==> src/rtl/manchester_tx_if.sv <==
// Word handshake between a producer and the Manchester line transmitter.
interface manchester_tx_if #(
  parameter int DATA_W = 8
);
  logic [DATA_W-1:0] tx_data;
  logic              tx_valid;
  logic              tx_ready;

  modport master (output tx_data, output tx_valid, input tx_ready);
  modport slave  (input tx_data, input tx_valid, output tx_ready);
endinterface

==> src/rtl/manchester_tx.sv <==
// Manchester line transmitter: '0' preamble then data MSB first, followed by an idle gap.
// A '1' is sent low-then-high, a '0' high-then-low, each half lasting CLK_DIV clocks.
module manchester_tx #(
  parameter int CLK_DIV       = 4,
  parameter int DATA_W        = 8,
  parameter int PREAMBLE_BITS = 4,
  parameter int GAP_BITS      = 2
) (
  input  logic              clk,
  input  logic              rst_n,
  manchester_tx_if.slave    tx,
  output logic              sig_out,
  output logic              tx_busy,
  output logic              tx_done
);
  localparam int BIT_MAX_A = (PREAMBLE_BITS > DATA_W) ? PREAMBLE_BITS : DATA_W;
  localparam int BIT_MAX   = (BIT_MAX_A > GAP_BITS) ? BIT_MAX_A : GAP_BITS;
  localparam int BW        = (BIT_MAX < 2) ? 1 : $clog2(BIT_MAX);
  localparam int HW        = $clog2(CLK_DIV);

  localparam logic [HW-1:0] HB_LAST   = HW'(CLK_DIV - 1);
  localparam logic [BW-1:0] PRE_LAST  = BW'(PREAMBLE_BITS - 1);
  localparam logic [BW-1:0] DATA_LAST = BW'(DATA_W - 1);
  localparam logic [BW-1:0] GAP_LAST  = BW'((GAP_BITS > 0) ? GAP_BITS - 1 : 0);

  typedef enum logic [1:0] {IDLE, PREAMBLE, DATA, GAP} state_t;

  state_t            state, state_n;
  logic [HW-1:0]     hb_cnt, hb_cnt_n;
  logic [BW-1:0]     bit_cnt, bit_cnt_n;
  logic              half, half_n;
  logic [DATA_W-1:0] shreg, shreg_n;
  logic              sig_n, done_n;
  logic              hb_last, bit_end;

  assign tx.tx_ready = (state == IDLE);
  assign tx_busy     = (state != IDLE);
  assign hb_last     = (hb_cnt == HB_LAST);
  assign bit_end     = hb_last && half;

  always_ff @(posedge clk or negedge rst_n) begin
    if (!rst_n) begin
      state   <= IDLE;
      hb_cnt  <= '0;
      bit_cnt <= '0;
      half    <= 1'b0;
      sig_out <= 1'b0;
      tx_done <= 1'b0;
    end else begin
      state   <= state_n;
      hb_cnt  <= hb_cnt_n;
      bit_cnt <= bit_cnt_n;
      half    <= half_n;
      sig_out <= sig_n;
      tx_done <= done_n;
    end
  end

  // The payload is data, not control, so it carries no reset.
  always_ff @(posedge clk) begin
    shreg <= shreg_n;
  end

  always_comb begin
    state_n   = state;
    hb_cnt_n  = hb_cnt;
    bit_cnt_n = bit_cnt;
    half_n    = half;
    shreg_n   = shreg;
    done_n    = 1'b0;
    sig_n     = 1'b0;

    if (state == IDLE) begin
      if (tx.tx_valid) begin
        state_n   = PREAMBLE;
        hb_cnt_n  = '0;
        bit_cnt_n = '0;
        half_n    = 1'b0;
        shreg_n   = tx.tx_data;
      end
    end else begin
      if (hb_last) begin
        hb_cnt_n = '0;
        half_n   = ~half;
      end else begin
        hb_cnt_n = hb_cnt + 1'b1;
      end

      if (bit_end) begin
        bit_cnt_n = bit_cnt + 1'b1;
        unique case (state)
          PREAMBLE: begin
            if (bit_cnt == PRE_LAST) begin
              state_n   = DATA;
              bit_cnt_n = '0;
            end
          end
          DATA: begin
            shreg_n = shreg << 1;
            if (bit_cnt == DATA_LAST) begin
              state_n   = (GAP_BITS > 0) ? GAP : IDLE;
              bit_cnt_n = '0;
              done_n    = 1'b1;
            end
          end
          GAP: begin
            if (bit_cnt == GAP_LAST) begin
              state_n   = IDLE;
              bit_cnt_n = '0;
            end
          end
          default: begin
            state_n   = IDLE;
            bit_cnt_n = '0;
          end
        endcase
      end
    end

    // Line level is derived from the position being entered so sig_out stays registered.
    case (state_n)
      PREAMBLE: sig_n = ~half_n;
      DATA:     sig_n = ~(shreg_n[DATA_W-1] ^ half_n);
      default:  sig_n = 1'b0;
    endcase
  end
endmodule
==> src/flat_wrapper.sv <==
// flat-port wrapper written by rule: the top's interface ports become plain ports
module manchester_tx_flat 
#(
  parameter int CLK_DIV       = 4,
  parameter int DATA_W        = 8,
  parameter int PREAMBLE_BITS = 4,
  parameter int GAP_BITS      = 2
)
  (clk, rst_n, sig_out, tx_busy, tx_done, tx_tx_data, tx_tx_valid, tx_tx_ready);
  manchester_tx_if #(.DATA_W(DATA_W)) tx_i ();
  input  logic clk;
  input  logic rst_n;
  output logic sig_out;
  output logic tx_busy;
  output logic tx_done;
  input wire logic [$bits(tx_i.tx_data)-1:0] tx_tx_data;
  input wire logic [$bits(tx_i.tx_valid)-1:0] tx_tx_valid;
  output wire logic [$bits(tx_i.tx_ready)-1:0] tx_tx_ready;
  assign tx_i.tx_data = tx_tx_data;
  assign tx_i.tx_valid = tx_tx_valid;
  assign tx_tx_ready = tx_i.tx_ready;
  manchester_tx #(.CLK_DIV(CLK_DIV), .DATA_W(DATA_W), .PREAMBLE_BITS(PREAMBLE_BITS), .GAP_BITS(GAP_BITS)) u_core (.clk(clk), .rst_n(rst_n), .tx(tx_i), .sig_out(sig_out), .tx_busy(tx_busy), .tx_done(tx_done));
endmodule
==> config.mk <==
export PLATFORM = sky130hd
export DESIGN_NAME = manchester_tx_flat
export DESIGN_NICKNAME = d
export VERILOG_FILES = /design/src/rtl/manchester_tx_if.sv /design/src/rtl/manchester_tx.sv /design/src/flat_wrapper.sv
export SDC_FILE = /design/constraint.sdc
export NUM_CORES = 1
export LEC_CHECK = 0
export CAP_MARGIN = 20
export CORE_ASPECT_RATIO = 0.75
export CORE_MARGIN = 2
export CORE_UTILIZATION = 41
export DETAILED_ROUTE_END_ITERATION = 10
export PLACE_DENSITY = 0.63
export SYNTH_ARGS = -nofsm -noshare
export SYNTH_HDL_FRONTEND = slang
export SYNTH_SLANG_ARGS = --single-unit
==> constraint.sdc <==
create_clock -name clk -period 2.8 [get_ports clk]
set_input_delay 0.28 -clock clk [delete_from_list [all_inputs] [get_ports clk]]
set_output_delay 0.28 -clock clk [all_outputs]
set_load 0.02 [all_outputs]
==> reports/metrics.csv <==
metric,value,unit
synthFlopType,dfrtp_1,
criticalPathCategory,flip-flop to flip-flop,
io_pins,15,
tightest_slew,0.589,ns
cts_resized,0,
fin_tns_setup,0,ns
syn_avg_cell_area,10.4,µm²
track_usage,15.4,%
vias_per_cell,5.38,
clkTransAtPathRegs,0.10,ns
status,finished clean,
cts.htree.levels,1,
ir_drop,0.428,mV
drive_gt1_share,6.25,%
cts_hold_buf,0,
worst_setup_path_start_kind,flip-flop,
setup_violations,0,
antenna_cells,0,
cp-end-kind,flip-flop,
grt_start_max_net_pins,19,
synth-edff-count,7,
pre_cts_slack,0.409,ns
reg2regPathDepth,8,
hpwl,1520,µm
hp-class,input pin to asynchronous set/reset pin,
io_buffers,14,
wire_per_inst,14.0,µm
cp-endpoint,u_core.sig_out,
hold_violations,0,
ys_seq_area_share,46.3,%
finalClockSkew,0.00698,ns
first_global_vias,736,
wl,2050,µm
core_area,2350,µm²
cts_setup_buffers,0,
r2r_slack,0.35,ns
fp.dieH,47.6,µm
synth_nets,120,
ys_top_cells_by_area,"dfrtp_1 24%, edfxtp_1 20%, ha_1 11%",
clkLatencyLatePin,0.29,ns
ys_warn_count,0,
ys_types,37,
cts_inserted_buffers,3,
crit_fanout,9,
finalNetCount,133,
drtAntennaViolNets,0,
finalMaxSlewViolations,0,
p_leak,0.512,nW
rows,15,
worstSetupStartpoint,u_core.hb_cnt[0],
gr-total-overflow,0,
root_buffer,clkbuf_4,
drv_cap,0,
clock.fmax,0.408,GHz
synth_top_area_share,24.1,%
routabilityCongestion,0.770,
reg2reg_from,u_core.hb_cnt[0],
final.setup.worst_slack,0.347,ns
dieWidth,62.1,µm
yosys_register_bits,18,
num_vias,785,
mappedNetlistArea,1040,µm²
grt_setup_unrepaired,false,
cts_buffer_depth,2,
grt_pass1_wl,3400,µm
firstDrtPassIters,4,
relSlewSlack,60.6,%
yosysTopAreaCell,dfrtp_1,
antenna_found_initial,0,
cts_tree,built,
period_share,87.6,%
arrival,2.67,ns
post-route-min-period,2.45,ns
cellPowerDensity,815,nW/µm²
cts_sinks,18,
netlist_instances,100,
start_util,44.3,%
drcViolationCount,0,
async_flop_share,55.6,%
crit_required,3.01,ns
r2r_end,u_core.sig_out,
ys_top_cells_by_count,"10 x dfrtp_1, 10 x nor2_1, 9 x ha_1",
drtIter0Drc,30,
syn_to_final_growth,16.3,%
die_area,2960,µm²
cells in the final DEF (no fill, tap or decap):
cell type	n
a211oi_1	1
a21o_1	1
a21oi_1	2
a21oi_2	1
a22o_1	1
a22oi_1	6
a311o_1	1
a31oi_1	2
a32oi_1	1
a41oi_1	1
and2_1	2
and3_1	2
and3b_1	1
buf_4	1
clkbuf_1	1
clkbuf_4	3
clkdlybuf4s50_1	14
dfrtp_1	10
dfxtp_1	1
edfxtp_1	7
ha_1	9
inv_1	8
mux2i_1	1
nand2_1	6
nand2b_1	2
nand3_1	1
nand3b_1	3
nor2_1	10
nor2b_1	3
nor3b_1	1
nor4b_2	1
o211ai_2	1
o21ai_0	4
o31ai_1	1
o32ai_1	1
or2_1	1
worst max-delay path: stages (launching register included):
cell      delay, ns
dfrtp_1        0.41
ha_1           0.23
ha_1           0.29
and2_1         0.30
a31oi_1        0.35
ha_1           0.31
nand2b_1       0.14
a311o_1        0.28
o211ai_2       0.06
per-layer routing:
| layer | routed length, µm | GRT usage, % |
|---|---|---|
| met4 | 15 | 4.00 |
| met2 | 881 | 24.8 |
| met1 | 1060 | 20.8 |
| met5 | 0 | 0 |
| met3 | 92 | 4.94 |
flip-flops by register name, summed over array words and instances, names as in the netlist:
signal	flops
u_core.shreg	8
u_core.tx_done	1
u_core.state	2
u_core.hb_cnt	2
u_core.sig_out	1
u_core.bit_cnt	3
u_core.half	1
through the flow:
step	power [mW]	instance area, µm²	util [%]	std cells	hold WS, ns
final	0.984	1210	51.5	146	0.318
after global routing	1.08	1210	51.5	146	0.326
after CTS	0.993	1210	51.5	146	0.324
after detailed placement	0.857	1180	50.3	142	0.485
after global placement	0.837	1180	50.3	142	0.476
after floorplan	0.750	1040	-	100	-0.0156
area by class of cell:
cell class                      instances  area [µm²]
Fill cell                             226        1140
Sequential cell                        18         480
Timing Repair Buffer                   15         148
Clock buffer                            4        26.3
Tap cell                               34        42.5
Multi-Input combinational cell         67         480
Inverter                                8        30.0
worst min-delay path by stage:
stage	slack, ns	from	end	cells past startpoint
finish	0.32	rst_n	u_core.hb_cnt[0]	1
global placement	0.48	u_core.hb_cnt[0]	u_core.hb_cnt[0]	1
detailed placement	0.49	u_core.hb_cnt[0]	u_core.hb_cnt[0]	1
CTS	0.32	rst_n	u_core.hb_cnt[1]	1
global route	0.33	rst_n	u_core.half	1
floorplan	-0.02	rst_n	u_core.bit_cnt[0]	0
where the power goes:
| group | leakage [nW] | switching (mW) | internal (mW) | total [mW] |
|---|---|---|---|---|
| Sequential | 0.196 | 0.0798 | 0.344 | 0.424 |
| Combinational | 0.301 | 0.232 | 0.197 | 0.429 |
| Clock | 0.0150 | 0.0761 | 0.0553 | 0.131 |
kinds of logic after synthesis:
kind of cell	share of synthesized area, %
AND/OR/NAND/NOR	17.5
AO/OA/AOI/OAI	17.0
flip-flops	46.3
buffers and inverters	7.47
adder cells (fa/ha/maj)	10.8
multiplexers	0.964
(Power assumes the default switching activity.)
